**config.mk**
```make
export PLATFORM = sky130hd
export DESIGN_NAME = toggle_handshake_rx
export DESIGN_NICKNAME = d
export VERILOG_FILES = /design/src/rtl/toggle_handshake_rx.sv
export SDC_FILE = /design/constraint.sdc
export NUM_CORES = 1
export LEC_CHECK = 0
export CORE_MARGIN = 5
export CORE_UTILIZATION = 33
export CTS_CLUSTER_DIAMETER = 100
export CTS_CLUSTER_SIZE = 30
export DETAILED_ROUTE_END_ITERATION = 7
export SLEW_MARGIN = 25
export SYNTH_ARGS = -nofsm -noshare
export SYNTH_HDL_FRONTEND = slang
export SYNTH_SLANG_ARGS = --single-unit
```
**constraint.sdc**
```tcl
create_clock -name Clk -period 1.62 [get_ports Clk]
set_input_delay 0.324 -clock Clk [delete_from_list [all_inputs] [get_ports Clk]]
set_output_delay 0.324 -clock Clk [all_outputs]
set_load 0.01 [all_outputs]
```
**src/rtl/toggle_handshake_rx.sv**
```systemverilog
// Receive side of a two-phase (toggle) handshake: synchronizes req_tog, captures
// data_in on each request level change and acknowledges by toggling ack_tog on consume.
module toggle_handshake_rx #(
  parameter int WIDTH       = 8,
  parameter int SYNC_STAGES = 2
) (
  input  logic             Clk,
  input  logic             reset,
  input  logic             req_tog,
  input  logic [WIDTH-1:0] data_in,
  input  logic             consume,
  output logic             ack_tog,
  output logic [WIDTH-1:0] data_out,
  output logic             valid,
  output logic             err_overrun
);

  localparam logic [1:0] ST_INIT = 2'd0;
  localparam logic [1:0] ST_IDLE = 2'd1;
  localparam logic [1:0] ST_HOLD = 2'd2;

  localparam logic [2:0] INIT_LAST = 3'(SYNC_STAGES);

  logic [SYNC_STAGES-1:0] sync_q;
  logic                   req_s;
  logic                   req_evt;

  logic [1:0]       state_q,    state_d;
  logic [2:0]       init_cnt_q, init_cnt_d;
  logic             req_prev_q, req_prev_d;
  logic             ack_q,      ack_d;
  logic             valid_q,    valid_d;
  logic             err_q,      err_d;
  logic [WIDTH-1:0] data_q,     data_d;

  // NOTE: sequential state is always written with <=, so every flop samples
  // the pre-edge values of the others regardless of statement order.
  always_ff @(posedge Clk or posedge reset) begin
    if (reset) sync_q <= '0;
    else       sync_q <= {sync_q[SYNC_STAGES-2:0], req_tog};
  end

  assign req_s   = sync_q[SYNC_STAGES-1];
  assign req_evt = req_s ^ req_prev_q;

  always_comb begin
    // NOTE: every _d starts from its _q so no path through this block leaves
    // a variable unassigned, which would infer a latch.
    state_d    = state_q;
    init_cnt_d = init_cnt_q;
    req_prev_d = req_prev_q;
    ack_d      = ack_q;
    valid_d    = valid_q;
    err_d      = err_q;
    data_d     = data_q;

    case (state_q)
      ST_INIT: begin
        // Track the synchronizer until it has flushed so a level already
        // present at reset release is absorbed rather than seen as a request.
        req_prev_d = req_s;
        if (init_cnt_q == INIT_LAST) state_d = ST_IDLE;
        else                         init_cnt_d = init_cnt_q + 3'd1;
      end
      ST_IDLE: begin
        if (req_evt) begin
          data_d     = data_in;
          valid_d    = 1'b1;
          req_prev_d = req_s;
          state_d    = ST_HOLD;
        end
      end
      ST_HOLD: begin
        if (req_evt) begin
          err_d      = 1'b1;
          req_prev_d = req_s;
        end
        if (consume) begin
          valid_d = 1'b0;
          ack_d   = ~ack_q;
          state_d = ST_IDLE;
        end
      end
      default: state_d = ST_INIT;
    endcase
  end

  always_ff @(posedge Clk or posedge reset) begin
    if (reset) begin
      state_q    <= ST_INIT;
      init_cnt_q <= '0;
      req_prev_q <= 1'b0;
      ack_q      <= 1'b0;
      valid_q    <= 1'b0;
      err_q      <= 1'b0;
      data_q     <= '0;
    end else begin
      state_q    <= state_d;
      init_cnt_q <= init_cnt_d;
      req_prev_q <= req_prev_d;
      ack_q      <= ack_d;
      valid_q    <= valid_d;
      err_q      <= err_d;
      data_q     <= data_d;
    end
  end

  assign ack_tog     = ack_q;
  assign data_out    = data_q;
  assign valid       = valid_q;
  assign err_overrun = err_q;

endmodule

```
==> impl_metrics.env <==
export IMPL_synth_fa_ha_area_share_pct=8.86
export IMPL_areaGrowthSynthToFinish_pct=36.9
export IMPL_synth_top_cell_by_area="dfrtp_1"
export IMPL_drt_iter0_markers=12
export IMPL_synth_simple_area_share_pct=6.65
export IMPL_fillers=235
export IMPL_synth_top_family_by_area="multiplexers"
export IMPL_die_x_um=60.7
export IMPL_synth_avg_cell_area_um2=13.2
export IMPL_setup_viol=0
export IMPL_antenna_found_initial=0
export IMPL_routed_wl_um=1430
export IMPL_vias_per_cell=4.51
export IMPL_synth_nets=82
export IMPL_power_density_nw_per_um2=1800
export IMPL_gp_congestion=0.722
export IMPL_synth_top_cell_area_share_pct=56.1
export IMPL_ant_nets=0
export IMPL_drv_slew=0
export IMPL_syn_inst=64
export IMPL_synth_compound_area_share_pct=7.09
export IMPL_max_cap_viol_count=0
export IMPL_root_buffer="clkbuf_4"
export IMPL_num_rows=18
export IMPL_pwr_share_seq_pct=38.6
export IMPL_fin_hold_ws_ns=0.326
export IMPL_grt_pass1_wl_um=2330
export IMPL_outcome="finished, final reports clean"
export IMPL_clk_pin_slew_ns=0.11
export IMPL_power_frac_comb_pct=49.7
export IMPL_syn_area_um2=847
export IMPL_globalRoute_busiestLayer="met2"
export IMPL_die_area_um2=3680
export IMPL_grt_max_degree=20
export IMPL_synthXorXnorAreaFrac_pct=4.14
export IMPL_die_h_um=60.7
export IMPL_ys_types=20
export IMPL_multiInputGateArea_um2=352
export IMPL_power_share_clock_pct=11.7
export IMPL_use_met3_pct=5.32
export IMPL_pin_count=23
export IMPL_fin_skew_ns=0.00375
export IMPL_cts_made_buffers=3
export IMPL_p_sw_share_pct=33.4
export IMPL_p_sw_uw=696
export IMPL_drive_above_1_share_pct=21.5
export IMPL_final_setup_tns_ns=0
export IMPL_critPathCaptureType="flip-flop"
export IMPL_drc_errors=0
export IMPL_start_util_pct=34.2
export IMPL_yosysWarnings=0
export IMPL_p_int_mw=1.39
export IMPL_fin_crit_ns=1.54
export IMPL_ys_seq_area_share_pct=56.1
export IMPL_slew_headroom_pct=79.4
export IMPL_arrival_ns=1.73
export IMPL_rsz0062_at_grt="no"
export IMPL_gr_usage_all_layers_pct=8.72
export IMPL_cp_start_kind="flip-flop"
export IMPL_clk_insertion_delay_late_ns=0.30
export IMPL_core_area_um2=2480
export IMPL_detailed_place_hpwl_um=1110
export IMPL_hold_class="input port to asynchronous set/reset pin"
export IMPL_num_vias=555
export IMPL_fmax_mhz=649
export IMPL_muxShareOfSynthArea_pct=14.5
export IMPL_hold_violations=0
export IMPL_cts_hold_buf=0
export IMPL_cp_required_ns=1.81
export IMPL_wl_per_cell_um=11.7
export IMPL_clock_path_buffers=2
export IMPL_peakVddDrop_v=0.00107
export IMPL_regArea_um2=475
export IMPL_postLayoutCoreUtil_pct=46.8
export IMPL_crit_fanout=3
export IMPL_worst_pin_slew_ns=0.307
export IMPL_crit_type="flip-flop to flip-flop"
export IMPL_met2_usage_pct=11.8
export IMPL_cts_htree_levels=1
export IMPL_grt_remaining_overflow=0
export IMPL_nets=112
export IMPL_use_met1_pct=11.6
export IMPL_diodes=0
export IMPL_static_leakage_power_nw=0.509
export IMPL_ys_ff_latch=19
export IMPL_finalCritPeriodShare_pct=95.1
export IMPL_drtPass1Iterations=4
export IMPL_io_buffers=22
export IMPL_cts_tree="built"
export IMPL_yosys_top_cells_area="dfrtp_1 (56%), mux2_2 (12%), ha_1 (8.9%)"
export IMPL_clkSinkCount=19
export IMPL_first_global_vias=548
## worst max-delay path, cell delays in order, from the launching register on
cell      delay, ns
dfrtp_1        0.41
inv_2          0.06
ha_1           0.21
nor2b_1        0.17
a221oi_2       0.23
mux2_1         0.35
## Yosys cell counts (all sizes together)
cell,n
mux2,10
nor2,2
nor3,1
dfrtp,19
nor2b,1
a221oi,1
a221o,1
a211oi,1
xor2,1
mux2i,1
xnor2,3
nand3b,1
ha,6
a21o,2
inv,6
nand2b,2
nand2,4
o22ai,2
## routing by layer
metal | vias up | part of all wire (%)
met4 | 0 | 0.98
met2 | 13 | 48
met3 | 2 | 7.8
li1 | 276 | -
met1 | 264 | 43
met5 | - | 0
## per-stage QoR
stage               setup slack, ns  cell area [µm²]  instances  power, mW
global route                0.00329             1160        123       2.26
detailed placement           0.0437             1120        118       1.85
floorplan                     0.138              847         64       1.43
CTS                          0.0611             1150        122       2.10
finish                       0.0797             1160        123       2.08
global placement             0.0692             1120        118       1.82
## repair_timing
action                     CTS  global route
buffers inserted             0             1
setup endpoints to repair    0             1
gates resized for setup      0             2
## layout by cell type, fill, tap and decap left out, types with 3 or more instances in the layout
cell / Yosys / final
buf_4: 0 / 3
clkbuf_4: 0 / 3
clkdlybuf4s50_1: 0 / 22
dfrtp_1: 19 / 19
ha_1: 6 / 5
inv_1: 6 / 5
mux2_2: 9 / 9
nand2_1: 3 / 3
xnor2_1: 3 / 3
## cell type report
cell class / count / area share, %
Clock buffer: 3 / 1.94
Timing Repair Buffer: 25 / 20.9
Clock inverter: 1 / 0.647
Multi-Input combinational cell: 39 / 30.3
Inverter: 6 / 1.94
Sequential cell: 19 / 41.0
Tap cell: 30 / 3.24
## state kept, by name, indices dropped and copies added (netlist names)
name         flops
init_cnt_q       3
ack_tog          1
valid            1
sync_q           2
req_prev_q       1
state_q          2
data_out         8
err_overrun      1
## path summary, 6_finish.rpt
kind | slack (ns) | startpoint | cells after the start | endpoint
setup / recovery | 0.08 | state_q[0] | 5 | state_q[1]
hold / removal | 0.33 | reset | 3 | data_out[1]
setup reg to reg | 0.08 | state_q[0] | 5 | state_q[1]
hold reg to reg | 0.36 | sync_q[0] | 0 | sync_q[1]
max in group asynchronous | 1.10 | reset | 3 | state_q[1]
min in group Clk | 0.36 | sync_q[0] | 0 | sync_q[1]
## logic make-up (layout without fill, tap and decap cells)
group                    Yosys count  count (layout)
AO/OA/AOI/OAI                      7               7
XOR/XNOR                           4               4
adder cells (fa/ha/maj)            6               6
buffers and inverters              6              35
flip-flops                        19              19
multiplexers                      11              11
AND/OR/NAND/NOR                   11              11
## power groups by stage
stage	sequential [mW]	combinational, mW	clock, mW
after CTS	0.809	1.03	0.260
after detailed placement	0.820	1.03	0
final	0.805	1.04	0.243
after floorplan	0.869	0.557	0
after global placement	0.812	1.01	0
after global routing	0.838	1.14	0.282
Note: power is estimated with default switching activity, not from simulation.
